`src/rtl/fft_pkg.sv`:
```
// Shared definitions for the FFT control path: scheduler state encoding and
// the width helpers that size address and twiddle buses from the FFT size.
package fft_pkg;

  typedef enum logic [1:0] {
    IDLE,
    ISSUE,
    DRAIN,
    DONE
  } state_t;

  localparam int DEFAULT_LOG2_POINTS = 4;
  localparam int DEFAULT_BPU_LATENCY = 6;

  function automatic int addr_width(input int log2_points);
    return log2_points;
  endfunction

  function automatic int tw_width(input int log2_points);
    return log2_points - 1;
  endfunction

endpackage

```
`src/rtl/bfly_scheduler_buffer.sv`:
```
// Fixed-length shift-register delay line; reset clears every tap so that
// no stale valid bit can emerge after a reset.
module buffer #(
  parameter int vector_size   = 1,
  parameter int buffer_length = 1
) (
  input  logic                   clk,
  input  logic                   reset,
  input  logic [vector_size-1:0] data_in,
  output logic [vector_size-1:0] data_out
);

  logic [vector_size-1:0] taps [buffer_length];

  always_ff @(posedge clk) begin
    if (reset) begin
      for (int i = 0; i < buffer_length; i++) taps[i] <= '0;
    end else begin
      taps[0] <= data_in;
      for (int i = 1; i < buffer_length; i++) taps[i] <= taps[i-1];
    end
  end

  assign data_out = taps[buffer_length-1];

endmodule

```
`src/rtl/bfly_scheduler.sv`:
```
// In-place radix-2 DIT FFT scheduler: issues butterfly operand/twiddle
// addresses per stage and replays them as write-back addresses after the BPU latency.
module bfly_scheduler
  import fft_pkg::*;
#(
  parameter int LOG2_POINTS = DEFAULT_LOG2_POINTS,
  parameter int BPU_LATENCY = DEFAULT_BPU_LATENCY
) (
  input  logic                   clk,
  input  logic                   reset,
  input  logic                   start,
  output logic                   busy,
  output logic                   done,
  output logic [LOG2_POINTS-1:0] stage,
  output logic                   rd_en,
  output logic [LOG2_POINTS-1:0] rd_addr_a,
  output logic [LOG2_POINTS-1:0] rd_addr_b,
  output logic [LOG2_POINTS-2:0] tw_addr,
  output logic                   wr_en,
  output logic [LOG2_POINTS-1:0] wr_addr_c,
  output logic [LOG2_POINTS-1:0] wr_addr_d
);

  localparam int AW = addr_width(LOG2_POINTS);
  localparam int TW = tw_width(LOG2_POINTS);
  localparam int KW = LOG2_POINTS - 1;
  localparam int DW = $clog2(BPU_LATENCY + 1);
  localparam int VW = 2 * AW + 1;

  state_t        state, state_n;
  logic [AW-1:0] stage_q, stage_n;
  logic [KW-1:0] k_q, k_n;
  logic [DW-1:0] drain_q, drain_n;

  logic [AW-1:0] k_ext, half, mask, low, addr_a, tw_full;

  always_ff @(posedge clk) begin
    if (reset) begin
      state   <= IDLE;
      stage_q <= '0;
      k_q     <= '0;
      drain_q <= '0;
    end else begin
      state   <= state_n;
      stage_q <= stage_n;
      k_q     <= k_n;
      drain_q <= drain_n;
    end
  end

  always_comb begin
    state_n = state;
    stage_n = stage_q;
    k_n     = k_q;
    drain_n = drain_q;
    case (state)
      IDLE: begin
        if (start) begin
          state_n = ISSUE;
          stage_n = '0;
          k_n     = '0;
          drain_n = '0;
        end
      end
      ISSUE: begin
        if (k_q == '1) begin
          state_n = DRAIN;
          drain_n = '0;
        end else begin
          k_n = k_q + KW'(1);
        end
      end
      DRAIN: begin
        // Hold off the next stage until every write of this stage has landed.
        if (drain_q == DW'(BPU_LATENCY - 1)) begin
          if (stage_q == AW'(LOG2_POINTS - 1)) begin
            state_n = DONE;
          end else begin
            state_n = ISSUE;
            stage_n = stage_q + AW'(1);
            k_n     = '0;
          end
        end else begin
          drain_n = drain_q + DW'(1);
        end
      end
      DONE: begin
        state_n = IDLE;
        stage_n = '0;
      end
      default: state_n = IDLE;
    endcase
  end

  // Operand A index is k with a zero bit inserted at position s; B sets that bit.
  always_comb begin
    k_ext   = AW'(k_q);
    half    = AW'(1) << stage_q;
    mask    = half - AW'(1);
    low     = k_ext & mask;
    addr_a  = ((k_ext & ~mask) << 1) | low;
    tw_full = low << (AW'(TW) - stage_q);
  end

  assign busy      = (state != IDLE);
  assign done      = (state == DONE);
  assign stage     = stage_q;
  assign rd_en     = (state == ISSUE);
  assign rd_addr_a = rd_en ? addr_a : '0;
  assign rd_addr_b = rd_en ? (addr_a | half) : '0;
  assign tw_addr   = rd_en ? tw_full[TW-1:0] : '0;

  buffer #(
    .vector_size  (VW),
    .buffer_length(BPU_LATENCY)
  ) u_wb_delay (
    .clk     (clk),
    .reset   (reset),
    .data_in ({rd_en, rd_addr_a, rd_addr_b}),
    .data_out({wr_en, wr_addr_c, wr_addr_d})
  );

endmodule

```
`config.mk`:
```
export PLATFORM = sky130hd
export DESIGN_NAME = bfly_scheduler
export DESIGN_NICKNAME = d
export VERILOG_FILES = /design/src/rtl/fft_pkg.sv /design/src/rtl/bfly_scheduler_buffer.sv /design/src/rtl/bfly_scheduler.sv
export SDC_FILE = /design/constraint.sdc
export NUM_CORES = 1
export LEC_CHECK = 0
export ABC_AREA = 1
export CAP_MARGIN = 20
export CORE_MARGIN = 8
export CORE_UTILIZATION = 40
export CTS_CLUSTER_DIAMETER = 150
export DETAILED_ROUTE_END_ITERATION = 8
export HOLD_SLACK_MARGIN = 0.05
export SETUP_SLACK_MARGIN = 0.02
export SYNTH_ARGS = -nofsm -noshare
export SYNTH_HDL_FRONTEND = slang
export SYNTH_HIERARCHICAL = 1
export SYNTH_SLANG_ARGS = --single-unit
```
`constraint.sdc`:
```
create_clock -name clk -period 2.4 [get_ports clk]
set_input_delay 0.72 -clock clk [delete_from_list [all_inputs] [get_ports clk]]
set_output_delay 0.72 -clock clk [all_outputs]
set_load 0.02 [all_outputs]
```
=== After elaboration in Yosys (flattened, before gate mapping) ===
Memories as Yosys holds them, arrays and structs flattened.
Cells that the tools add are included.

* Bitwise gates (word level): 11
* Reductions and logical operators: 8
* Multipliers: 0
* Shift-type cells: 2
* Multiplexer cells: 29
* $lt $le $gt $ge: 0
* Equality and inequality tests: 12
* Add/subtract/negate cells: 5
* Divide/modulo/power cells: 0

{| class="wikitable"
|+ Operator list
! kind !! number
|-
| two-way mux 9 bit || 6
|-
| two-way mux 3 bit || 7
|-
| two-way mux 4 bit || 5
|-
| case mux 3 bit (3 select lines) || 2
|-
| case mux 4 bit (3 select lines) || 1
|-
| != test 2 bit (second input constant) || 5
|-
| two-way mux 2 bit || 4
|-
| OR 4 bit || 2
|-
| case mux 2 bit (4 select lines) || 1
|-
| AND reduction 4 bit || 2
|-
| adder 3 x 1 -> 3 bit (second input constant) || 2
|-
| equality test 3 bit (second input constant) || 2
|-
| OR 1 bit || 6
|-
| nonzero test 3 bit || 2
|-
| AND reduction 5 bit || 1
|-
| adder 4 x 1 -> 4 bit (second input constant) || 1
|-
| AND 3 x 4 -> 4 bit || 1
|-
| equality test 2 bit (second input constant) || 2
|-
| equality test 4 x 2 -> 1 bit (second input constant) || 1
|-
| << shifter 1 x 4 -> 4 bit (first input constant) || 1
|-
| << shifter 4 x 4 -> 3 bit || 1
|-
| subtractor 2 x 4 -> 4 bit (first input constant) || 1
|-
| subtractor 4 x 1 -> 4 bit (second input constant) || 1
|-
| AND 3 bit || 1
|-
| other kinds (7) || 9
|}

* Memories kept: 1
* Output and inout port bits: 27
* Memory bits (writable): 54
* Bits in latches: 0
* Flip-flop bits (word level): 12
* Word-level logic and storage cells: 72
* Bits in read-only memories: 0

{| class="wikitable"
|+ Memories
! name !! words !! bits a word !! read ports !! clocked after memory_dff !! write ports !! line !! text
|-
| u_wb_delay.taps || 6 || 9 || 6 || 0 || 6 || bfly_scheduler_buffer.sv:13 || <nowiki>logic [vector_size-1:0] taps [buffer_length];</nowiki>
|}

=== Depth between registers and ports, before layout ===
Gate-level depths: netlist (run 1).

* Depth in word-level cells: 8
* Depth in mapped cells: 13
* Gate-level depth less buffers: 12

=== Modules after synthesis ===
Netlist (run 1), hierarchy kept.

{| class="wikitable"
|+ Modules (own cells, without submodules)
! module !! times used !! area each (µm²) !! cells each
|-
| buffer || 1 || 1621.6 || 177
|-
| bfly_scheduler || 1 || 940.9 || 158
|}

=== Worst setup path before layout (run 1) ===
No wires, ideal clock.

* Kind: register -> output
* Start: reg stage_q[0] (netlist: stage[0])
* End: out tw_addr[1]
* Setup slack: -0.316 ns
* Data arrival time: 1.996 ns
* Cell stages (with the launch flop): 10
* Buffers on the path: 1
* Cell sequence: dfxtp_1 > buf_2 > inv_1 > nor2_1 > nand2_1 > ha_1 > nor2_1 > nand2_1 > a21oi_1 > a21boi_0

* Cells in the longest elaborated chain, start to end: 5
* Elaborated cells between the ends (all ways): 6

{| class="wikitable"
|+ Ends and longest elaborated chain
! element !! line !! text
|-
| start, declared || bfly_scheduler.sv:31 || <nowiki>logic [AW-1:0] stage_q, stage_n;</nowiki>
|-
| start signal, assigned || bfly_scheduler.sv:45 || <nowiki>stage_q <= stage_n;</nowiki>
|-
| << shifter 1 x 4 -> 4 bit || bfly_scheduler.sv:98 || <nowiki>half = AW'(1) << stage_q;</nowiki>
|-
| subtractor 4 x 1 -> 4 bit || bfly_scheduler.sv:99 || <nowiki>mask = half - AW'(1);</nowiki>
|-
| AND 3 x 4 -> 4 bit || bfly_scheduler.sv:100 || <nowiki>low = k_ext & mask;</nowiki>
|-
| << shifter 4 x 4 -> 3 bit (*) || bfly_scheduler.sv:102 || <nowiki>tw_full = low << (AW'(TW) - stage_q);</nowiki>
|-
| two-way mux 3 bit (*) || bfly_scheduler.sv:111 || <nowiki>assign tw_addr = rd_en ? tw_full[TW-1:0] : '0;</nowiki>
|-
| end, declared || bfly_scheduler.sv:18 || <nowiki>output logic [LOG2_POINTS-2:0] tw_addr,</nowiki>
|}

Mark *: on every way between the ends. The rest lies on a longest branch, timed or not.

=== Worst setup path in the final report (run 1) ===
* Start: reg stage_q[0] (netlist: stage[0])
* End: out rd_addr_b[1]

* Cells in the longest elaborated chain, start to end: 7
* Elaborated cells between the ends (all ways): 8

{| class="wikitable"
|+ Ends and longest elaborated chain
! element !! line !! text
|-
| << shifter 1 x 4 -> 4 bit (*) || bfly_scheduler.sv:98 ||
|-
| subtractor 4 x 1 -> 4 bit || bfly_scheduler.sv:99 ||
|-
| inverter 3 bit || bfly_scheduler.sv:101 || <nowiki>addr_a = ((k_ext & ~mask) << 1) | low;</nowiki>
|-
| AND 3 bit || bfly_scheduler.sv:101 ||
|-
| OR 4 bit || bfly_scheduler.sv:101 ||
|-
| OR 4 bit (*) || bfly_scheduler.sv:110 || <nowiki>assign rd_addr_b = rd_en ? (addr_a | half) : '0;</nowiki>
|-
| two-way mux 4 bit (*) || bfly_scheduler.sv:110 ||
|-
| end, declared || bfly_scheduler.sv:17 || <nowiki>output logic [LOG2_POINTS-1:0] rd_addr_b,</nowiki>
|}

Marked as above.

==> results.ini, run 1 <==
[floorplan]
die-width_um = 96.0
die_height_um = 96.0
num_rows = 29
pin_count = 30
placeableCoreArea_um2 = 6280
die_area_um2 = 9220
start_util = 0.408

[pwr]
seq_power_share = 0.449
combPwrFrac = 0.155
clkPwrFrac = 0.396
leakage_nw = 1.45
intPower_mw = 1.91
powerDensity_nw_per_um2 = 760
switchingPower_mw = 0.690
ir_worst_vdd_mv = 0.429
switching_share = 0.265
power_mw = 2.60

[global_routing]
gr-usage-all-layers = 0.121
grt_max_degree = 44
grt_pass1_vias = 2011
gr-total-overflow = 0
grt_pass1_wl_um = 8560
antenna_found_initial = 0

[synthesis]
synth_nets = 345
ys_seq_area_frac = 0.516
yosysUniqueCellTypes = 24
syn_inst = 335
syn_area_um2 = 2560
ys_seq_elements = 66
syn_area_per_cell_um2 = 7.65
yosys_warnings = 6

[timing]
worstMarginPinSlew_ns = 0.375
clock.fmax_mhz = 395
slew_violations = 0
fin_crit_ns = 2.53
relSlewSlack = 0.750
period_share = 1.05
timing.final.ws_setup_ns = -0.132
finClkSkew_ns = 0.00752
setup_violations = 7
hold_viol = 0
rsz0062_at_grt = yes
tns_ns = -0.479

[critical_path]
end_kind = output pin
cp_max_fo = 4
cpPeakStageDelay_ns = 0.39
crit_type = register to output pin
slowest_stage = dfxtp_4
cp_top_family = flip-flops
cp-start-kind = register
crit_arrival_ns = 1.81
cp_num_buf_inv = 3
path_cells = inv_4 -> nor2_4 -> nand2_2 -> ha_4 -> o22ai_1 -> inv_1 -> a21oi_2 -> buf_6
required_ns = 1.68

[final_layout]
regArea_um2 = 1340
nFillCells = 610
drive_above_1_share = 0.246
areaGrowthSynthToFinish_pct = 33.5
stdcell_count = 471
final_common_cell = nor2_1
final_cell_mix = nor2_1 (74), inv_1 (71), dfxtp_1 (61)
final_nets = 399
insertedDiodeCount = 0
finish.instance_area_um2 = 3420
multiInputGateArea_um2 = 938

[clock_tree]
clk_latency_ns = 0.34
cts_sinks = 66
cts-htree-levels = 3
clk_pin_slew_ns = 0.07
cts_tree = yes
clock_path_buffers = 2
root_buffer = clkbuf_8
cts_buffers = 9

[drt]
via_per_inst = 4.27
detail-route-antenna-nets = 0
dr.pass1.iters = 4
wl_per_cell_um = 10.3
drcViolationCount = 0
wl_um = 4830
drt_iter0_drc = 73
vias = 2012

[placed_design]
place.gp.congestion = 0.836
hpwl_um = 3250
place_area_um2 = 3020
placedCellCount = 449
port_buffers = 29
dp_slack_ns = -0.356

[outcome]
outcome = finished, violations left
violations = setup timing

[hold_path]
hold_class = register to register

[flow_run]
maxCapViolations = 0

## power by group through the flow
stage               combinational (mW)  clock [mW]  sequential [mW]
finish                           0.402        1.03             1.17
global route                     0.456        1.10             1.17
CTS                              0.395        1.06             1.17
detailed placement               0.376           0             1.19
global placement                 0.373           0             1.19
floorplan                        0.236           0             1.19
## per-layer routing
layer  part of all wire  track usage
met2               0.45        0.204
met3              0.069       0.0491
met5                  0            0
met4              0.027       0.0691
met1               0.45        0.124
## sequential cells by signal, indices dropped and copies added, names as in the netlist
| name | cells |
|---|---|
| k_q | 3 |
| state | 2 |
| u_wb_delay/taps | 54 |
| drain_q | 3 |
| stage | 4 |
## cells in the mapped netlist (all sizes together)
cell type  count  share of area
o22ai          1         0.0024
ha             7          0.034
a21boi         1         0.0029
and2           1         0.0024
nand2         45          0.068
o211ai         1         0.0029
a21oi          9          0.018
nand4          3         0.0073
nor3           3         0.0078
nand3         12          0.023
xnor2          2         0.0068
inv           77           0.11
buf           17          0.057
dfxtp         66           0.52
nor2          85           0.13
o21ai          5         0.0098
## tightest hold or removal path, delay by kind of cell, from the launching register on
| kind | cells | cell delay, ns |
|---|---|---|
| buffers and inverters | 1 | 0.04 |
| AND/OR/NAND/NOR | 1 | 0.03 |
| flip-flops | 1 | 0.30 |
## final cells by class
type	count	area share
Clock buffer	10	0.0402
Clock inverter	6	0.0260
Inverter	77	0.0852
Multi-Input combinational cell	175	0.274
Sequential cell	66	0.390
Tap cell	77	0.0282
Timing Repair Buffer	60	0.156
## kinds of logic after synthesis
logic type      Yosys count  synth area share
simple gates            149             0.238
compound gates           17            0.0356
fa+ha+maj                 7            0.0342
buf+inv                  94             0.169
xor+xnor                  2           0.00684
flops                    66             0.516
## final timing paths
check,startpoint,to,slack (ns),depth (start not counted)
max,stage[0]$_SDFFE_PP0P_,rd_addr_b[1],-0.13,8
min,u_wb_delay/taps[0][28]$_SDFF_PP0_,u_wb_delay/taps[0][37]$_SDFF_PP0_,0.40,2
max reg2reg,stage[0]$_SDFFE_PP0P_,u_wb_delay/taps[0][1]$_SDFF_PP0_,0.76,10
min reg2reg,u_wb_delay/taps[0][28]$_SDFF_PP0_,u_wb_delay/taps[0][37]$_SDFF_PP0_,0.40,2
## stage by stage
step | utilization | hold slack, ns
4_1_cts | 0.540 | 0.400
3_5_place_dp | 0.481 | 0.392
2_1_floorplan | - | 0.388
5_1_grt | 0.545 | 0.407
6_report | 0.545 | 0.396
3_3_place_gp | 0.481 | 0.389
## repair_timing
action | in CTS | in global routing
endpoints found under the hold margin | 0 | 0
cloned | 0 | 0
buffers inserted | 6 | 0
endpoints found under the setup margin | 13 | 11
pin swaps | 11 | 11
gates resized for setup | 86 | 12
hold buffers | 0 | 0
Note: power is estimated with default switching activity, not from simulation.
==> inputs of run 2 (changes only) <==
- ABC_CLOCK_PERIOD_IN_PS: not set -> 2400
- CORE_MARGIN: 8 -> 2
==> results.ini, run 2 (synthesis results as in run 1) <==
[outcome]
outcome = finished, violations left  ; unchanged
violations = setup timing  ; unchanged

[flow_run]
maxCapViolations = 0  ; unchanged

[timing]
period_share = 1.05  ; about the same
timing.final.ws_setup_ns = -0.127  ; was -0.132 ns
clock.fmax_mhz = 396  ; was 395 MHz
holdWs_ns = 0.398  ; was 0.396 ns
hold_viol = 0  ; unchanged
slew_violations = 0  ; unchanged
relSlewSlack = 0.778  ; was 0.750
finClkSkew_ns = 0.00699  ; was 0.00752 ns
tns_ns = -0.346  ; was -0.479 ns
rsz0062_at_grt = yes  ; unchanged
worstMarginPinSlew_ns = 0.333  ; was 0.375 ns
fin_crit_ns = 2.53  ; about the same
setup_violations = 5  ; was 7

[critical_path]
cp.depth = 9  ; was 8
required_ns = 1.68  ; about the same
cp_max_fo = 3  ; was 4
path_cells = inv_4 -> nor2_4 -> nand2_2 -> ha_4 -> nor2_4 -> nand2_2 -> a21oi_2 -> a21boi_4 -> buf_6  ; was inv_4 -> nor2_4 -> nand2_2 -> ha_4 -> o22ai_1 -> inv_1 -> a21oi_2 -> buf_6
end_kind = output pin  ; unchanged
slowest_stage = dfxtp_4  ; unchanged
cp_top_family = flip-flops  ; unchanged
reg2regPathDepth = 10  ; unchanged
crit_start = stage[0]$_SDFFE_PP0P_  ; unchanged
cpPeakStageDelay_ns = 0.38  ; was 0.39 ns
crit_arrival_ns = 1.81  ; about the same
cp-start-kind = register  ; unchanged
cp_num_buf_inv = 2  ; was 3
crit_type = register to output pin  ; unchanged
regToRegStartpoint = stage[0]$_SDFFE_PP0P_  ; unchanged

[clock_tree]
cts_tree = yes  ; unchanged
cts_sinks = 66  ; unchanged
cts_buffers = 9  ; unchanged
clk_pin_slew_ns = 0.08  ; was 0.07 ns
cts-htree-levels = 3  ; unchanged
clock_path_buffers = 2  ; unchanged
root_buffer = clkbuf_8  ; unchanged
clk_latency_ns = 0.34  ; about the same

[final_layout]
top_register = u_wb_delay/taps  ; unchanged
drive_above_1_share = 0.273  ; was 0.246
final_nets = 405  ; was 399
largest_register_ffs = 54  ; unchanged
final_common_cell = nor2_1  ; unchanged
final_cell_mix = nor2_1 (73), inv_1 (68), dfxtp_1 (61)  ; was nor2_1 (74), inv_1 (71), dfxtp_1 (61)
areaGrowthSynthToFinish_pct = 35.1  ; was 33.5%
insertedDiodeCount = 0  ; unchanged

[global_routing]
grt_pass1_wl_um = 7990  ; was 8560 µm
grt_max_degree = 48  ; was 44
gr-usage-all-layers = 0.143  ; was 0.121
antenna_found_initial = 0  ; unchanged
grt_pass1_vias = 1890  ; was 2011
gr-total-overflow = 0  ; unchanged

[drt]
wl_per_cell_um = 9.90  ; was 10.3 µm
dr.pass1.iters = 4  ; unchanged
detail-route-antenna-nets = 0  ; unchanged
dr_wl_met2_um = 2190  ; about the same
vias = 2043  ; was 2012
wl_met3_um = 279  ; was 335 µm
drcViolationCount = 0  ; unchanged
wl_um = 4720  ; was 4830 µm
top_layer = met4  ; unchanged
via_per_inst = 4.28  ; was 4.27
drt_iter0_drc = 93  ; was 73
drt-met1-wl_um = 2180  ; was 2170 µm

[floorplan]
num_rows = 29  ; unchanged
die_height_um = 84.0  ; was 96.0 µm
pin_count = 30  ; unchanged
placeableCoreArea_um2 = 6280  ; unchanged
start_util = 0.408  ; unchanged
die_area_um2 = 7060  ; was 9220 µm²
die-width_um = 84.0  ; was 96.0 µm

[pwr]
ir_worst_vdd_mv = 0.390  ; was 0.429 mV
leakage_nw = 1.49  ; was 1.45 nW
powerDensity_nw_per_um2 = 727  ; was 760 nW/µm²

[hold_path]
hold_path_depth = 2  ; unchanged
hold_class = register to register  ; unchanged
hp-start = u_wb_delay/taps[0][16]$_SDFF_PP0_  ; was u_wb_delay/taps[0][28]$_SDFF_PP0_

[placed_design]
place.gp.congestion = 0.916  ; was 0.836
hpwl_um = 2970  ; was 3250 µm
port_buffers = 29  ; unchanged

-- run 2: tightest hold or removal path, cell delays in order (launching register included) --
cell and delay, ns:
dfxtp_1 0.30, inv_1 0.04, nor2_1 0.03
-- run 2: area by class of cell --
cell class / count / area (µm²)
clock buffers: 9 / 124
clock inverters: 7 / 77.6
fillers: 582 / 2820
inverters: 77 / 292
multi-input cells: 175 / 962
flip-flops and latches: 66 / 1340
well taps: 77 / 96.3
repair buffers: 66 / 574
-- run 2: worst paths after layout --
check	endpoint	slack [ns]
min	u_wb_delay/taps[0][25]$_SDFF_PP0_	0.40
max reg2reg	stage[0]$_SDFFE_PP0P_	0.78
max	tw_addr[1]	-0.13
min reg2reg	u_wb_delay/taps[0][25]$_SDFF_PP0_	0.40
-- run 2: report_power, final --
| part | total (mW) | internal (mW) | switching (mW) |
|---|---|---|---|
| registers | 1.17 | 1.13 | 0.0311 |
| logic | 0.425 | 0.171 | 0.254 |
| clock network | 0.926 | 0.488 | 0.439 |
-- run 2: what timing repair did --
action | 4_1_cts | 5_1_grt
buffers inserted | 6 | 6
hold buffers | 0 | 0
gates resized for setup | 63 | 41
endpoints found under the hold margin | 0 | 0
setup endpoints to repair | 12 | 11
pin swaps | 3 | 10
-- run 2: metrics by stage --
step	instances	setup WS, ns	instance area, µm²	power (mW)	util
global placement	449	-0.266	3020	1.56	0.481
detailed placement	449	-0.349	3020	1.57	0.481
CTS	471	-0.145	3300	2.51	0.525
global route	477	-0.209	3460	2.66	0.551
floorplan	335	0.0230	2590	1.42	-
finish	477	-0.127	3460	2.52	0.551
-- run 2: routing by layer --
layer  global-route usage  up-vias
li1                     -     1091
met1                0.171      895
met2                0.227       50
met3               0.0514        7
met4               0.0689        0
met5                    0        -
